## config.mk

```make
export PLATFORM = sky130hd
export DESIGN_NAME = rf_write_arbiter_flat
export DESIGN_NICKNAME = d
export VERILOG_FILES = /design/src/rtl/rf_pkg.sv /design/src/rtl/rf_write_arbiter_if.sv /design/src/rtl/rf_starve_counter.sv /design/src/rtl/rf_write_arbiter.sv /design/src/flat_wrapper.sv
export SDC_FILE = /design/constraint.sdc
export NUM_CORES = 1
export LEC_CHECK = 0
export ABC_AREA = 1
export CAP_MARGIN = 25
export CORE_UTILIZATION = 35
export DETAILED_ROUTE_END_ITERATION = 8
export PLACE_DENSITY_LB_ADDON = 0.12
export SYNTH_ARGS = -nofsm -noshare
export SYNTH_HDL_FRONTEND = slang
export SYNTH_SLANG_ARGS = --single-unit
```

## constraint.sdc

```tcl
create_clock -name clk -period 2.4 [get_ports clk]
set_input_delay 0.72 -clock clk [delete_from_list [all_inputs] [get_ports clk]]
set_output_delay 0.72 -clock clk [all_outputs]
set_load 0.1 [all_outputs]
```

## src/rtl/rf_pkg.sv

```systemverilog
// Shared types and constants for the register-file write arbiter.
// Also holds the grant-selection helper used by rf_write_arbiter.
package rf_pkg;

    localparam int DATA_W   = 16;
    localparam int ADR_W    = 3;
    localparam int NUM_REGS = 8;
    localparam int CNT_W    = 3;

    localparam logic [1:0] GNT_NONE = 2'b00;
    localparam logic [1:0] GNT_ALU  = 2'b01;
    localparam logic [1:0] GNT_LD   = 2'b10;

    // Freeze blocks everything; a starving ALU request beats the load path.
    function automatic logic [1:0] arb_grant(
        input logic freeze,
        input logic at_max,
        input logic req0_valid,
        input logic req1_valid
    );
        logic [1:0] gnt;
        if (freeze) begin
            gnt = GNT_NONE;
        end else if (req0_valid && at_max) begin
            gnt = GNT_ALU;
        end else if (req1_valid) begin
            gnt = GNT_LD;
        end else if (req0_valid) begin
            gnt = GNT_ALU;
        end else begin
            gnt = GNT_NONE;
        end
        return gnt;
    endfunction

endpackage

```

## src/rtl/rf_write_arbiter_if.sv

```systemverilog
// Write-request and register-file write-port bundle for rf_write_arbiter.
// master: the pipeline/register-file side; slave: the arbiter.
interface rf_write_arbiter_if;
    import rf_pkg::*;

    logic              freeze;
    logic              req0_valid;
    logic              req0_ready;
    logic [ADR_W-1:0]  req0_adr;
    logic [DATA_W-1:0] req0_data;
    logic              req1_valid;
    logic              req1_ready;
    logic [ADR_W-1:0]  req1_adr;
    logic [DATA_W-1:0] req1_data;
    logic [DATA_W-1:0] W;
    logic [ADR_W-1:0]  W_Adr;
    logic              we;
    logic              starve_evt;

    modport slave (
        input  freeze,
        input  req0_valid, req0_adr, req0_data,
        input  req1_valid, req1_adr, req1_data,
        output req0_ready, req1_ready,
        output W, W_Adr, we, starve_evt
    );

    modport master (
        output freeze,
        output req0_valid, req0_adr, req0_data,
        output req1_valid, req1_adr, req1_data,
        input  req0_ready, req1_ready,
        input  W, W_Adr, we, starve_evt
    );
endinterface

```

## src/rtl/rf_starve_counter.sv

```systemverilog
// Counts consecutive cycles an ALU write request is denied; flags when the
// count reaches MAX_WAIT so the arbiter can force-grant the ALU.
module rf_starve_counter
    import rf_pkg::*;
#(
    parameter int MAX_WAIT = 4
) (
    input  logic             clk,
    input  logic             reset,
    input  logic             freeze,
    input  logic             req0_valid,
    input  logic             req0_gnt,
    output logic             at_max,
    output logic [CNT_W-1:0] wait_cnt
);

    logic [CNT_W-1:0] wait_cnt_r;
    logic [CNT_W-1:0] wait_cnt_nxt_s;

    // Next count: freeze holds, grant or idle clears, denial saturates upward.
    always_comb begin
        wait_cnt_nxt_s = wait_cnt_r;
        if (freeze) begin
            wait_cnt_nxt_s = wait_cnt_r;
        end else if (!req0_valid || req0_gnt) begin
            wait_cnt_nxt_s = {CNT_W{1'b0}};
        end else if (wait_cnt_r < CNT_W'(MAX_WAIT)) begin
            wait_cnt_nxt_s = wait_cnt_r + {{(CNT_W-1){1'b0}}, 1'b1};
        end else begin
            wait_cnt_nxt_s = wait_cnt_r;
        end
    end

    // Count register.
    always_ff @(posedge clk or posedge reset) begin
        if (reset) begin
            wait_cnt_r <= {CNT_W{1'b0}};
        end else begin
            wait_cnt_r <= wait_cnt_nxt_s;
        end
    end

    assign at_max   = (wait_cnt_r == CNT_W'(MAX_WAIT));
    assign wait_cnt = wait_cnt_r;

endmodule

```

## src/rtl/rf_write_arbiter.sv

```systemverilog
// Two-requester register-file write-port arbiter (load over ALU, with ALU
// starvation escalation) and one-cycle registered write stage.
// Optional: define RF_ZERO_REG_EN to suppress writes to register 0.
module rf_write_arbiter
    import rf_pkg::*;
#(
    parameter int MAX_WAIT = 4
) (
    input  logic               clk,
    input  logic               reset,
    rf_write_arbiter_if.slave  bus
);

    logic [1:0]        gnt_s;
    logic              at_max_s;
    logic [CNT_W-1:0]  wait_cnt_s;
    logic              forced_s;
    logic              accept_s;
    logic              we_nxt_s;
    logic [DATA_W-1:0] w_nxt_s;
    logic [ADR_W-1:0]  w_adr_nxt_s;

    logic [DATA_W-1:0] w_r;
    logic [ADR_W-1:0]  w_adr_r;
    logic              we_r;
    logic              starve_evt_r;

    rf_starve_counter #(
        .MAX_WAIT (MAX_WAIT)
    ) u_starve (
        .clk        (clk),
        .reset      (reset),
        .freeze     (bus.freeze),
        .req0_valid (bus.req0_valid),
        .req0_gnt   (gnt_s == GNT_ALU),
        .at_max     (at_max_s),
        .wait_cnt   (wait_cnt_s)
    );

    assign gnt_s          = arb_grant(bus.freeze, at_max_s, bus.req0_valid, bus.req1_valid);
    assign bus.req0_ready = (gnt_s == GNT_ALU);
    assign bus.req1_ready = (gnt_s == GNT_LD);
    assign forced_s       = (gnt_s == GNT_ALU) && at_max_s;

    // Select the granted requester's payload for the write register.
    always_comb begin
        accept_s    = 1'b0;
        w_nxt_s     = w_r;
        w_adr_nxt_s = w_adr_r;
        case (gnt_s)
            GNT_ALU: begin
                accept_s    = 1'b1;
                w_nxt_s     = bus.req0_data;
                w_adr_nxt_s = bus.req0_adr;
            end
            GNT_LD: begin
                accept_s    = 1'b1;
                w_nxt_s     = bus.req1_data;
                w_adr_nxt_s = bus.req1_adr;
            end
            default: begin
                accept_s    = 1'b0;
                w_nxt_s     = w_r;
                w_adr_nxt_s = w_adr_r;
            end
        endcase
    end

`ifdef RF_ZERO_REG_EN
    // R0 is hard-wired zero: the request is consumed but never written.
    assign we_nxt_s = accept_s && (w_adr_nxt_s != {ADR_W{1'b0}});
`else
    assign we_nxt_s = accept_s;
`endif

    // Write-port output register; reset drops any write still in flight.
    always_ff @(posedge clk or posedge reset) begin
        if (reset) begin
            w_r          <= {DATA_W{1'b0}};
            w_adr_r      <= {ADR_W{1'b0}};
            we_r         <= 1'b0;
            starve_evt_r <= 1'b0;
        end else begin
            w_r          <= w_nxt_s;
            w_adr_r      <= w_adr_nxt_s;
            we_r         <= we_nxt_s;
            starve_evt_r <= forced_s;
        end
    end

    assign bus.W          = w_r;
    assign bus.W_Adr      = w_adr_r;
    assign bus.we         = we_r;
    assign bus.starve_evt = starve_evt_r;

endmodule

```

## src/flat_wrapper.sv

```systemverilog
// flat-port wrapper written by rule: the top's interface ports become plain ports
module rf_write_arbiter_flat import rf_pkg::*;
#(
    parameter int MAX_WAIT = 4
)
  (clk, reset, bus_freeze, bus_req0_valid, bus_req0_adr, bus_req0_data, bus_req1_valid, bus_req1_adr, bus_req1_data, bus_req0_ready, bus_req1_ready, bus_W, bus_W_Adr, bus_we, bus_starve_evt);
  rf_write_arbiter_if bus_i ();
  input  logic clk;
  input  logic reset;
  input wire logic [$bits(bus_i.freeze)-1:0] bus_freeze;
  input wire logic [$bits(bus_i.req0_valid)-1:0] bus_req0_valid;
  input wire logic [$bits(bus_i.req0_adr)-1:0] bus_req0_adr;
  input wire logic [$bits(bus_i.req0_data)-1:0] bus_req0_data;
  input wire logic [$bits(bus_i.req1_valid)-1:0] bus_req1_valid;
  input wire logic [$bits(bus_i.req1_adr)-1:0] bus_req1_adr;
  input wire logic [$bits(bus_i.req1_data)-1:0] bus_req1_data;
  output wire logic [$bits(bus_i.req0_ready)-1:0] bus_req0_ready;
  output wire logic [$bits(bus_i.req1_ready)-1:0] bus_req1_ready;
  output wire logic [$bits(bus_i.W)-1:0] bus_W;
  output wire logic [$bits(bus_i.W_Adr)-1:0] bus_W_Adr;
  output wire logic [$bits(bus_i.we)-1:0] bus_we;
  output wire logic [$bits(bus_i.starve_evt)-1:0] bus_starve_evt;
  assign bus_i.freeze = bus_freeze;
  assign bus_i.req0_valid = bus_req0_valid;
  assign bus_i.req0_adr = bus_req0_adr;
  assign bus_i.req0_data = bus_req0_data;
  assign bus_i.req1_valid = bus_req1_valid;
  assign bus_i.req1_adr = bus_req1_adr;
  assign bus_i.req1_data = bus_req1_data;
  assign bus_req0_ready = bus_i.req0_ready;
  assign bus_req1_ready = bus_i.req1_ready;
  assign bus_W = bus_i.W;
  assign bus_W_Adr = bus_i.W_Adr;
  assign bus_we = bus_i.we;
  assign bus_starve_evt = bus_i.starve_evt;
  rf_write_arbiter #(.MAX_WAIT(MAX_WAIT)) u_core (.clk(clk), .reset(reset), .bus(bus_i));
endmodule
```

==> impl_metrics.toml, run 1 <==
[outcome]
status = "complete, no violations"

[timing]
tightestPinTransition_ns = 0.388
fin_skew_ns = 0.00918
grt_setup_unrepaired = "false"
setup_viol = 0
timing.final.crit_share = 0.970
timing.hold.ws_ns = 0.481
max_slew_margin = 0.741
fin_crit_ns = 2.33
hold_violations = 0
slew_viol_final = 0
clock.fmax_mhz = 429
fin_tns_setup_ns = 0

[synthesis]
synth_cell_types = 12
syn_inst = 201
ys_top_cells_by_count = "nand2_1 (85), inv_1 (49), dfrtp_1 (24), nand3_1 (22), nor2_1 (6)"
ys_seq_area_frac = 0.435
synth_edf_count = 0
ys_top_cells_by_area = "dfrtp_1 (44%), nand2_1 (23%), inv_1 (13%)"
synth.most_common_cell = "nand2_1"
ys_warn_count = 0
synth_top_area_frac = 0.435
syn_nets = 248
synth_area_um2 = 1380
yosys_register_bits = 24
synthFlopType = "dfrtp_1"
yosys.area.top_type = "dfrtp_1"
avgSynthCellArea_um2 = 6.87
async_reset_ff_frac = 1.00

[layout]
areaGrowthSynthToFinish_pct = 59.7
antennaDiodeCount = 0
layout.nets = 324
fill_cells = 368
drive_gt1_frac = 0.185

[power_and_ir_drop]
power.static_leakage_nw = 1.27
p_per_area_nw_per_um2 = 891
vdd_drop_max_uv = 411

[global_route]
met2_usage = 0.280
track_usage = 0.169
grt.met1_usage = 0.215
overflow = 0
grt_util_met3 = 0.0387
grt_pass1_wl_mm = 5.38
busiest_layer = "met2"
grt_max_degree = 21
antenna_found_initial = 0
first_global_vias = 1181

[clock_tree]
clkLatencyLatePin_ns = 0.27
cts_buffers = 3
cts_buffer_depth = 2
cts_sinks = 24
root_buffer = "clkbuf_8"
h-tree-depth = 1
hold_buffers = 0
clk_pin_slew_ns = 0.09
cts_tree = "yes"

[floorplanning]
io_pins = 66
dieArea_um2 = 4200
initial_core_util = 0.371
fp.coreArea_um2 = 3720
die_x_um = 64.8
die_h_um = 64.8
row_count = 22

[worst_setup_path]
crit_path_max_fanout = 4
worst_setup_path_start_kind = "input port"
setup.worst_path.end_class = "output port"
criticalPathCategory = "in -> out"
required_ns = 1.68
arrival_ns = 1.61

[drt]
drt_iter0_drc = 55
drc = 0
routed_wl_mm = 3.29
wl_per_cell_um = 10.2
routed-via-count = 1344
dr.pass1.iters = 3
vias_per_cell = 4.15
drtAntennaViolNets = 0

[job]
drv_cap = 0

[placement]
dp_hpwl_mm = 2.47
place.gp.congestion = 0.699
portBuffers = 65

[min_path]
min_path_type = "reg -> reg"
per-layer routing:
metal | up-vias | wire [um]
li1 | 724 | -
met1 | 584 | 1520
met2 | 31 | 1550
met3 | 5 | 183
met4 | 0 | 43
met5 | - | 0
power by group:
group	internal, W	total (W)	switching (W)
sequential	0.000492	0.000541	0.0000489
combinational	0.000267	0.00106	0.000797
clock	0.000223	0.000358	0.000135
flip-flops by register name (all words and copies together) (netlist names):
register / flops
u_core.u_starve.wait_cnt: 3
u_core.bus.we: 1
u_core.bus.W_Adr: 3
u_core.bus.starve_evt: 1
u_core.bus.W: 16
stage by stage:
| stage | total power [W] | utilization | instance area [um2] | std cells | setup slack [ns] |
|---|---|---|---|---|---|
| after floorplan | 0.00133 | - | 1390 | 201 | 0.124 |
| after global placement | 0.00160 | 0.563 | 2090 | 317 | -0.225 |
| after detailed placement | 0.00161 | 0.563 | 2090 | 317 | -0.257 |
| after CTS | 0.00197 | 0.586 | 2180 | 321 | 0.0187 |
| after global routing | 0.00205 | 0.593 | 2200 | 324 | 0.00959 |
| final | 0.00196 | 0.593 | 2200 | 324 | 0.0713 |
cell families (layout without fill, tap and decap cells):
family	after synthesis	in the layout	share of synthesized area
compound gates	1	1	0.00362
flops	24	24	0.435
fa+ha+maj	4	4	0.0363
buf+inv	57	132	0.189
simple gates	115	115	0.336
critical path, cell delays in order:
cell           delay (ns)
dlygate4sd2_1        0.27
nand2_2              0.08
a21oi_2              0.14
ha_2                 0.23
buf_12               0.18
repair_timing:
item,4_1_cts,5_1_grt
endpoints found under the setup margin,2,2
pin swaps,3,1
buffers inserted,0,3
resized for setup,9,2
gates cloned,0,0
layout make-up:
| class | instances | area (um2) | share of cell area |
|---|---|---|---|
| well taps | 48 | 60.1 | 0.0273 |
| repair buffers | 78 | 738 | 0.335 |
| clock inverters | 1 | 30.0 | 0.0136 |
| flip-flops and latches | 24 | 601 | 0.273 |
| clock buffers | 3 | 41.3 | 0.0187 |
| multi-input cells | 120 | 546 | 0.248 |
| inverters | 50 | 188 | 0.0852 |
worst paths after layout:
check                           cells after the start                                    start  slack (ns)                           end
worst max-delay path                                5                           bus_req0_valid        0.07                bus_req0_ready
worst min-delay path                                2             u_core.bus.W[13]$_DFFE_PP0P_        0.48  u_core.bus.W[13]$_DFFE_PP0P_
worst max register to register                     12  u_core.u_starve.wait_cnt[0]$_DFFE_PP0P_        0.51   u_core.bus.W[1]$_DFFE_PP0P_
worst min register to register                      2             u_core.bus.W[13]$_DFFE_PP0P_        0.48  u_core.bus.W[13]$_DFFE_PP0P_
max in group asynchronous                           3                                    reset        1.15   u_core.bus.W[1]$_DFFE_PP0P_
min in group asynchronous                           2                                    reset        0.71   u_core.bus.W[6]$_DFFE_PP0P_
cell usage in the layout, fill, tap and decap left out, types with 2 or more instances in the layout:
cell type        count
nand2_2              3
dlygate4sd2_1        2
buf_12               4
nor2_1               6
buf_4               32
nand2_1             84
clkbuf_8             3
inv_1               46
inv_2                4
clkdlybuf4s50_1     39
nand3_1             21
dfrtp_1             24
ha_1                 2
No activity file was read; power rests on OpenSTA's default activity.
==> run 2, diff against run 1 <==
--- a/config.mk
+++ b/config.mk
@@ -8,6 +8,7 @@
 export ABC_AREA = 1
 export CAP_MARGIN = 25
 export CORE_UTILIZATION = 35
+export CTS_BUF_LIST = sky130_fd_sc_hd__clkbuf_4
 export DETAILED_ROUTE_END_ITERATION = 8
 export PLACE_DENSITY_LB_ADDON = 0.12
 export SYNTH_ARGS = -nofsm -noshare
==> run 2 against run 1 <==
Compared with the run above:
- critical path depth grew 1
- routed wire length shrank 0.43%
- core utilization shrank 0.40 points
- count of clock-buffer cells in the layout is the same
- first-iteration DRC count grew 18%
- register-to-register slack gained 0.03 ns
- hold slack gained 0.011 ns
- non-clock buffer count is the same
- power shrank 3.2%
- critical endpoint unchanged
- largest cell class unchanged
==> impl_metrics.toml, run 2 (synthesized netlist as in run 1, its figures left out) <==
[layout]
mostFrequentLayoutCell = "nand2_1"
drive_gt1_frac = 0.192
antennaDiodeCount = 0
areaGrowthSynthToFinish_pct = 58.6
multi_input_comb_area_um2 = 551
layout.nets = 324
fill_cells = 373
final-seq-area_um2 = 601
fin_area_um2 = 2190
largest_reg_flops = 16
layout_common_cells = "nand2_1 (83), inv_1 (46), clkdlybuf4s50_1 (39)"

[timing]
slew_viol_final = 0
max_slew_margin = 0.740
timing.hold.ws_ns = 0.492
fin_ws_ns = 0.0423
tightestPinTransition_ns = 0.389
fin_skew_ns = 0.0121
fin_crit_ns = 2.36
setup_viol = 0
timing.final.crit_share = 0.982
grt_setup_unrepaired = "true"
clock.fmax_mhz = 424
hold_violations = 0

[global_route]
overflow = 0
first_global_vias = 1182
antenna_found_initial = 0
track_usage = 0.167
grt_max_degree = 21
grt_pass1_wl_mm = 5.33

[job]
drv_cap = 0

[placement]
place_ws_ns = -0.257
dp_hpwl_mm = 2.47
place.gp.congestion = 0.699
dpl_cell_area_um2 = 2090
portBuffers = 65

[worst_setup_path]
required_ns = 1.68
setup.worst_path.end_class = "output port"
max_stage_delay_ns = 0.25
criticalPathCategory = "in -> out"
worst_setup_path_start_kind = "input port"
cp_cell_sequence = "dlygate4sd2_1 > inv_2 > nand2_2 > a21oi_2 > ha_2 > buf_12"
cpMaxStageDelayCell = "dlygate4sd2_1"
crit_path_max_fanout = 3
arrival_ns = 1.64

[floorplanning]
row_count = 22
initial_core_util = 0.371
io_pins = 66
fp.coreArea_um2 = 3720
dieArea_um2 = 4200
die_x_um = 64.8
die_h_um = 64.8

[drt]
dr.pass1.iters = 4
drc = 0
routed-via-count = 1340
drtAntennaViolNets = 0
wl_per_cell_um = 10.1
routed_wl_mm = 3.28
drt_iter0_drc = 65
vias_per_cell = 4.14

[clock_tree]
cts_tree = "yes"
clk_pin_slew_ns = 0.14
root_buffer = "clkbuf_4"
cts_sinks = 24
h-tree-depth = 1
clkLatencyLatePin_ns = 0.32
cts_buffer_depth = 2
hold_buffers = 0
cts_buffers = 3

[power_and_ir_drop]
vdd_drop_max_uv = 410
p_per_area_nw_per_um2 = 869
power.static_leakage_nw = 1.26
p_total_w = 0.00190

[min_path]
min_path_type = "reg -> reg"

[outcome]
status = "complete, no violations"
==> run 2: worst max-delay path, delay by kind of cell <==
| kind | cells | cell delay [ns] |
|---|---|---|
| AO/OA/AOI/OAI | 1 | 0.14 |
| adder cells (fa/ha/maj) | 1 | 0.23 |
| buffers and inverters | 3 | 0.50 |
| AND/OR/NAND/NOR | 1 | 0.05 |
==> run 2: area by class of cell <==
type                       instances  share of cell area
clock buffer                       3              0.0103
clock inverter                     1              0.0137
inverter                          50              0.0858
multi-input combinational        120               0.252
sequential                        24               0.274
tap                               48              0.0274
timing repair buffer              78               0.337
==> run 2: layer usage <==
layer / wire (um) / share of wire / GRT usage
met1: 1500 / 0.46 / 0.214
met2: 1570 / 0.48 / 0.280
met3: 191 / 0.058 / 0.0440
met4: 21 / 0.0064 / 0.0333
met5: 0 / 0 / 0
==> run 2: final timing paths <==
check / start / endpoint / slack [ns] / cells past startpoint
max in group asynchronous: reset / u_core.bus.W[1]$_DFFE_PP0P_ / 1.20 / 3
setup / recovery: bus_freeze / bus_req0_ready / 0.04 / 6
setup reg to reg: u_core.u_starve.wait_cnt[0]$_DFFE_PP0P_ / u_core.bus.W[1]$_DFFE_PP0P_ / 0.54 / 12
min in group asynchronous: reset / u_core.bus.W[6]$_DFFE_PP0P_ / 0.66 / 2
hold reg to reg: u_core.bus.W[13]$_DFFE_PP0P_ / u_core.bus.W[13]$_DFFE_PP0P_ / 0.49 / 2
hold / removal: u_core.bus.W[13]$_DFFE_PP0P_ / u_core.bus.W[13]$_DFFE_PP0P_ / 0.49 / 2
==> run 2: through the flow <==
stage	std cells	setup TNS [ns]	utilization
after floorplan	201	0	-
final	324	0	0.589
after detailed placement	317	-2.91	0.563
after global routing	324	-0.0367	0.589
after global placement	317	-2.19	0.563
after CTS	321	0	0.581
==> run 2: timing repair <==
item / 4_1_cts / 5_1_grt
pin swaps: 3 / 3
resized for setup: 9 / 3
endpoints found under the setup margin: 2 / 2
buffers inserted: 0 / 3
==> run 2: where the power goes <==
group	switching (W)	leakage (nW)	internal (W)
registers	0.0000494	0.298	0.000492
logic	0.000798	0.938	0.000269
clock network	0.000124	0.0279	0.000169
